<file path="config.mk">
export PLATFORM = sky130hd
export DESIGN_NAME = flash_mp_region_cfg
export DESIGN_NICKNAME = d
export VERILOG_FILES = /design/src/rtl/flash_ctrl_pkg.sv /design/src/rtl/flash_mp_region_cfg.sv
export SDC_FILE = /design/constraint.sdc
export NUM_CORES = 1
export LEC_CHECK = 0
export BUFFER_PORTS_ARGS = -buffer_cell sky130_fd_sc_hd__buf_4
export CAP_MARGIN = 20
export CORE_ASPECT_RATIO = 0.9
export CORE_MARGIN = 2
export CORE_UTILIZATION = 47
export CTS_CLUSTER_SIZE = 25
export DETAILED_ROUTE_END_ITERATION = 7
export PLACE_DENSITY = 0.78
export SLEW_MARGIN = 20
export SYNTH_ARGS = -nofsm -noshare
export SYNTH_HDL_FRONTEND = slang
export SYNTH_SLANG_ARGS = --single-unit
</file>
<file path="constraint.sdc">
create_clock -name clk_i -period 1.5 [get_ports clk_i]
set_input_delay 0.15 -clock clk_i [delete_from_list [all_inputs] [get_ports clk_i]]
set_output_delay 0.15 -clock clk_i [all_outputs]
set_load 0.02 [all_outputs]
</file>
<file path="src/rtl/flash_ctrl_pkg.sv">
// Shared flash controller types.
//   data_region_attr_t  : per-region attribute consumed by the data-region
//                         selector (currently only the phase field).
//   region_cfg_state_e  : state of the region-configuration commit FSM.
package flash_ctrl_pkg;

  typedef struct packed {
    logic phase;
  } data_region_attr_t;

  typedef enum logic {
    StIdle   = 1'b0,
    StCommit = 1'b1
  } region_cfg_state_e;

endpackage

</file>
<file path="src/rtl/flash_mp_region_cfg.sv">
// Flash memory-protection data-region configuration.
// Software writes land in a shadow bank; a commit sweeps the shadow bank into
// the active bank one region per cycle; the active bank is presented to the
// data-region selector. A sticky lock freezes the configuration until reset.
//
// Ports:
//   clk_i, rst_ni              : clock, synchronous active-low reset
//   wr_req_i/wr_idx_i/wr_attr_i: shadow write request (held until wr_ack_o)
//   wr_ack_o                   : one-cycle write completion pulse
//   err_o                      : one-cycle error pulse (rejected write/commit)
//   commit_i                   : single-cycle commit request
//   lock_i                     : lock request
//   busy_o                     : commit sweep in progress
//   locked_o                   : configuration frozen
//   rd_idx_i/rd_attr_o         : combinational shadow read-back
//   region_attrs_o             : registered active attributes
module flash_mp_region_cfg
  import flash_ctrl_pkg::*;
#(
  parameter int NumRegions = 8,
  parameter int IdxW       = $clog2(NumRegions)
) (
  input  logic              clk_i,
  input  logic              rst_ni,
  input  logic              wr_req_i,
  input  logic [IdxW-1:0]   wr_idx_i,
  input  data_region_attr_t wr_attr_i,
  output logic              wr_ack_o,
  output logic              err_o,
  input  logic              commit_i,
  input  logic              lock_i,
  output logic              busy_o,
  output logic              locked_o,
  input  logic [IdxW-1:0]   rd_idx_i,
  output data_region_attr_t rd_attr_o,
  output data_region_attr_t region_attrs_o [NumRegions]
);

  region_cfg_state_e state_q, state_d;
  logic [IdxW-1:0]   cnt_q, cnt_d;
  logic              wr_ack_q, wr_ack_d;
  logic              err_q, err_d;
  logic              locked_q, locked_d;
  logic              lock_pend_q, lock_pend_d;
  data_region_attr_t shadow_q [NumRegions];
  data_region_attr_t shadow_d [NumRegions];
  data_region_attr_t active_q [NumRegions];
  data_region_attr_t active_d [NumRegions];

  logic idle;
  logic wr_accept;
  logic wr_ok;
  logic commit_ok;

  always_comb begin
    state_d     = state_q;
    cnt_d       = cnt_q;
    shadow_d    = shadow_q;
    active_d    = active_q;
    lock_pend_d = lock_pend_q;
    locked_d    = locked_q;

    idle = (state_q == StIdle);
    // A request still high in its own ack cycle is the tail of the previous
    // handshake, not a new request.
    wr_accept = idle && wr_req_i && !wr_ack_q;
    wr_ok     = wr_accept && !locked_q && (int'(wr_idx_i) < NumRegions);
    commit_ok = idle && commit_i && !locked_q;

    wr_ack_d = wr_accept;
    err_d    = (wr_accept && !wr_ok) || (idle && commit_i && locked_q);

    // The write lands before the sweep starts reading, so a same-cycle
    // write and commit commits the new data.
    if (wr_ok) begin
      shadow_d[wr_idx_i] = wr_attr_i;
    end

    case (state_q)
      StIdle: begin
        if (commit_ok) begin
          state_d = StCommit;
          cnt_d   = '0;
        end
        if (lock_i || lock_pend_q) begin
          locked_d    = 1'b1;
          lock_pend_d = 1'b0;
        end
      end
      StCommit: begin
        active_d[cnt_q] = shadow_q[cnt_q];
        // Lock is deferred so the sweep always completes atomically.
        if (lock_i) begin
          lock_pend_d = 1'b1;
        end
        if (cnt_q == IdxW'(NumRegions - 1)) begin
          state_d = StIdle;
          cnt_d   = '0;
        end else begin
          cnt_d = cnt_q + IdxW'(1);
        end
      end
      default: begin
        state_d = StIdle;
        cnt_d   = '0;
      end
    endcase
  end

  always_ff @(posedge clk_i) begin
    if (!rst_ni) begin
      state_q     <= StIdle;
      cnt_q       <= '0;
      wr_ack_q    <= 1'b0;
      err_q       <= 1'b0;
      locked_q    <= 1'b0;
      lock_pend_q <= 1'b0;
      for (int i = 0; i < NumRegions; i++) begin
        shadow_q[i] <= '0;
        active_q[i] <= '0;
      end
    end else begin
      state_q     <= state_d;
      cnt_q       <= cnt_d;
      wr_ack_q    <= wr_ack_d;
      err_q       <= err_d;
      locked_q    <= locked_d;
      lock_pend_q <= lock_pend_d;
      shadow_q    <= shadow_d;
      active_q    <= active_d;
    end
  end

  always_comb begin
    rd_attr_o = '0;
    if (int'(rd_idx_i) < NumRegions) begin
      rd_attr_o = shadow_q[rd_idx_i];
    end
  end

  assign wr_ack_o       = wr_ack_q;
  assign err_o          = err_q;
  assign busy_o         = (state_q == StCommit);
  assign locked_o       = locked_q;
  assign region_attrs_o = active_q;

endmodule

</file>
==> flow_metrics.tcl, run 1 <==
set metrics [dict create \
    cp_max_fo 2 \
    place_inst 158 \
    fp-row-count 16 \
    final_common_cell "buf_4" \
    syn_nets 123 \
    grt_usage 0.205 \
    drive_above_1_share 0.415 \
    pin_count 25 \
    routabilityCongestion 0.774 \
    antenna_found_initial 0 \
    total_power_mw 1.14 \
    final_cells 169 \
    cts_max_level 1 \
    slew_headroom 0.739 \
    vias 953 \
    clk_root_buffer_cell "clkbuf_4" \
    ys_types 30 \
    skew_ps 11.3 \
    period_share 1.12 \
    tritoncts "built" \
    synth-edff-count 0 \
    routed_wl_um 2670 \
    rsz0062_at_grt "yes" \
    setup_ws_ps -186 \
    max_freq_mhz 593 \
    cp-start-kind "register" \
    violations "setup timing" \
    die_w_um 55.8 \
    period_needed_ps 1690 \
    final-setup-viol-count 3 \
    ir_worst_vdd_uv 754 \
    n_fill_cell 179 \
    async_flop_share 0 \
    grt_max_degree 26 \
    worstPathRequired_ps 1350 \
    clkSlewWorstSetupHoldPaths_ps 120 \
    yosysTopAreaCellShare 0.423 \
    ys_warn_count 0 \
    fp.dieH_um 50.6 \
    yosys-top-cells-area "dfxtp_1, mux2i_1, nor2b_1" \
    synth_area_per_cell_sq_um 10.4 \
    insertion_delay_ps 320 \
    cts-buffers-inserted 3 \
    synth.cell_area_sq_um 1140 \
    whs_path_depth 3 \
    synth_cells 109 \
    status "finished, violations left" \
    maxCapViolCount 0 \
    ctsHoldBuffers 0 \
    detail_route.vias_per_cell 5.64 \
    drt_iter0_drc 6 \
    drtPass1Iterations 4 \
    pwr_density_cell_nw_per_um2 755 \
    post-route-drc-count 0 \
    crit_type "register to primary output" \
    hold_viol 0 \
    slew_violations 0 \
    reg2regPathDepth 3 \
    final_cell_mix "buf_4, mux2i_1, dfxtp_1" \
    hold_class "primary input to register" \
    critPathCaptureType "primary output" \
    grt-ovfl-total 0 \
    area.growth.synth_to_final_pct 32.8 \
    wl_per_cell_um 15.8 \
    cp.arrival_ps 1540 \
    nets 158 \
    synth-seq-area-share 0.423 \
    coreArea_sq_um 2240 \
    utilization 0.673 \
    clock_sinks 24 \
    clock_path_buffers 2 \
    num_antenna_cells 0 \
    grt_pass1_wl_um 4470 \
    dieArea_sq_um 2830 \
    ant_nets 0 \
    synth-seq-cells 24 \
    yosys.area.top_type "dfxtp_1" \
    hpwl_um 1790 \
    leakage_nw 0.654 \
    final.setup.tns_ps -216 \
    fin_hold_ws_ps 60.5 \
    synth_flop_cell "dfxtp_1" \
    initial_core_util 0.507 \
    tightestPinTransition_ps 391 \
    grt_pass1_vias 1007 \
    numPortBuffers 24 \
]
## path summary, 6_finish.rpt
path	start	end	slack (ps)
worst max-delay path	shadow_q[1]	rd_attr_o	-190
worst min-delay path	lock_i	lock_pend_q	60
worst max register to register	wr_ack_o	shadow_q[6]	-20
worst min register to register	lock_pend_q	lock_pend_q	480
## synthesized netlist by cell type (2+ instances only)
cell type,instances
a21boi_0,2
mux4_2,2
nand2_1,12
nor2b_1,10
ha_1,2
nand3_1,3
nor4b_1,2
mux2i_1,16
nand4_1,2
nor2_1,4
nor4bb_1,3
nand4b_1,5
clkbuf_1,6
dfxtp_1,24
## sequential cells by signal, indices dropped and copies added, names as in the netlist
signal,cells
busy_o,1
cnt_q,3
err_o,1
lock_pend_q,1
locked_o,1
region_attrs_o,8
shadow_q,8
wr_ack_o,1
## worst max-delay path: stages (launching register included)
cell and delay [ps]:
dfxtp_2 330, mux4_2 470, mux2_4 290, buf_6 130
## through the flow
step | setup slack, ps | instance area (sq um)
2_1_floorplan | 2.71 | 1140
3_3_place_gp | 95.6 | 1360
3_5_place_dp | 24.5 | 1360
4_1_cts | -182 | 1460
5_1_grt | -238 | 1510
6_report | -186 | 1510
## where the power goes
part           leakage (nW)  switching, mW  internal [mW]  total (mW)
logic                 0.441         0.0981         0.0892       0.187
registers             0.199         0.0155          0.653       0.669
clock network        0.0138          0.189         0.0943       0.283
## metal layers
| metal | global-route usage | vias up | part of all wire |
|---|---|---|---|
| li1 | - | 469 | - |
| met1 | 0.236 | 459 | 0.45 |
| met2 | 0.377 | 18 | 0.49 |
| met3 | 0.0593 | 7 | 0.037 |
| met4 | 0.0476 | 0 | 0.021 |
| met5 | 0 | - | 0 |
## final cells by class
cell class / count / area (sq um) / area share
Clock buffer: 3 / 22.5 / 0.0149
Inverter: 1 / 3.75 / 0.00249
Multi-Input combinational cell: 77 / 676 / 0.448
Sequential cell: 24 / 492 / 0.326
Tap cell: 27 / 33.8 / 0.0224
Timing Repair Buffer: 37 / 282 / 0.187
## what timing repair did
item | in CTS | in global routing
setup buffers | 8 | 0
gates resized for setup | 9 | 8
endpoints found under the setup margin | 2 | 7
pin swaps | 2 | 2
gates cloned | 0 | 0
## logic make-up after synthesis
logic type      share of synthesized area
simple gates                        0.287
compound gates                     0.0507
buf+inv                            0.0264
fa+ha+maj                          0.0220
flops                               0.423
mux                                 0.191
Note: power is estimated with default switching activity, not from simulation.
==> run 2: changes to the inputs <==
--- a/config.mk
+++ b/config.mk
@@ -9,10 +9,10 @@
 export CAP_MARGIN = 20
 export CORE_ASPECT_RATIO = 0.9
 export CORE_MARGIN = 2
-export CORE_UTILIZATION = 47
+export CORE_UTILIZATION = 46
 export CTS_CLUSTER_SIZE = 25
 export DETAILED_ROUTE_END_ITERATION = 7
-export PLACE_DENSITY = 0.78
+export PLACE_DENSITY = 0.77
 export SLEW_MARGIN = 20
 export SYNTH_ARGS = -nofsm -noshare
 export SYNTH_HDL_FRONTEND = slang
==> flow_metrics.tcl, run 2 (synthesized netlist as in run 1, its figures left out) <==
set metrics [dict create \
    status "finished, violations left" \
    violations "setup timing" \
    post-route-drc-count 0 \
    drt_iter0_drc 13 \
    pin_count 25 \
    crit_type "register to primary output" \
    ir_worst_vdd_uv 547 \
    slew_violations 0 \
    final-setup-viol-count 1 \
    grt_max_degree 26 \
    final_common_cell "buf_4" \
    initial_core_util 0.473 \
    nets 154 \
    fp.dieH_um 51.1 \
    routed_wl_um 2370 \
    final.setup.tns_ps -173 \
    clock_path_buffers 2 \
    cts-buffers-inserted 3 \
    fp-row-count 17 \
    ctsHoldBuffers 0 \
    insertion_delay_ps 310 \
    grt_usage 0.182 \
    numPortBuffers 24 \
    detail_route.vias_per_cell 5.35 \
    grt-ovfl-total 0 \
    clk_root_buffer_cell "clkbuf_4" \
    pre_cts_ws_ps 50.5 \
    cts_max_level 1 \
    maxCapViolCount 0 \
    period_share 1.12 \
    cp.arrival_ps 1520 \
    worstPathRequired_ps 1350 \
    vias 893 \
    setup_ws_ps -173 \
    leakage_nw 0.630 \
    drive_above_1_share 0.374 \
    max_freq_mhz 598 \
    antenna_found_initial 0 \
    grt_pass1_vias 870 \
    total_power_mw 1.17 \
    rsz0062_at_grt "yes" \
    cp-start-kind "register" \
    hold_viol 0 \
    period_needed_ps 1670 \
    hpwl_um 1690 \
    slew_headroom 0.764 \
    final_cell_mix "buf_4, mux2i_1, dfxtp_1" \
    hold_class "primary input to register" \
    utilization 0.608 \
    clock_sinks 24 \
    tritoncts "built" \
    reg2regPathDepth 3 \
    skew_ps 9.83 \
    critPathCaptureType "primary output" \
    num_antenna_cells 0 \
    area.growth.synth_to_final_pct 28.6 \
    ant_nets 0 \
    grt_pass1_wl_um 4030 \
    drtPass1Iterations 4 \
    coreArea_sq_um 2400 \
    dieArea_sq_um 2880 \
    clkSlewWorstSetupHoldPaths_ps 130 \
    n_fill_cell 211 \
    whs_path_depth 3 \
    pwr_density_cell_nw_per_um2 803 \
    wl_per_cell_um 14.2 \
    routabilityCongestion 0.750 \
    tightestPinTransition_ps 350 \
    cp_max_fo 2 \
    die_w_um 56.4 \
]
-- run 2: layout make-up --
type,count,area (sq um),area share
flip-flops and latches,24,490,0.336
well taps,28,35.0,0.0240
repair buffers,33,251,0.172
inverters,1,3.75,0.00257
clock buffers,4,36.3,0.0248
multi-input cells,77,644,0.441
-- run 2: critical path, cell delays in order (launching register included) --
cell and delay (ps):
dfxtp_2 340, mux4_2 450, mux2_4 280, buf_6 130
-- run 2: final timing paths --
kind,from,end,slack [ps]
max,shadow_q[1],rd_attr_o,-170
min,lock_i,lock_pend_q,60
max reg2reg,busy_o,shadow_q[6],50
min reg2reg,shadow_q[2],shadow_q[2],480
-- run 2: per-stage QoR --
stage	hold slack (ps)	cells	cell area, sq um
finish	56.4	167	1460
global route	68.7	167	1460
CTS	54.9	166	1430
detailed placement	394	158	1360
global placement	383	158	1360
floorplan	290	109	1140
-- run 2: what timing repair did --
| action | in CTS | in global routing |
|---|---|---|
| setup endpoints to repair | 1 | 5 |
| gates resized for setup | 6 | 6 |
| pin swaps | 0 | 2 |
| buffers inserted | 4 | 1 |
| endpoints found under the hold margin | 0 | 0 |
-- run 2: per-layer routing --
layer | track usage | vias to the layer above | routed length [um]
li1 | - | 460 | -
met1 | 0.228 | 407 | 1040
met2 | 0.312 | 24 | 1170
met3 | 0.0557 | 2 | 138
met4 | 0.0357 | 0 | 17
met5 | 0 | - | 0
-- run 2: power breakdown --
part           total [mW]  switching (mW)  internal, mW
Clock               0.330           0.182         0.148
Combinational       0.174          0.0880        0.0863
Sequential          0.668          0.0151         0.653
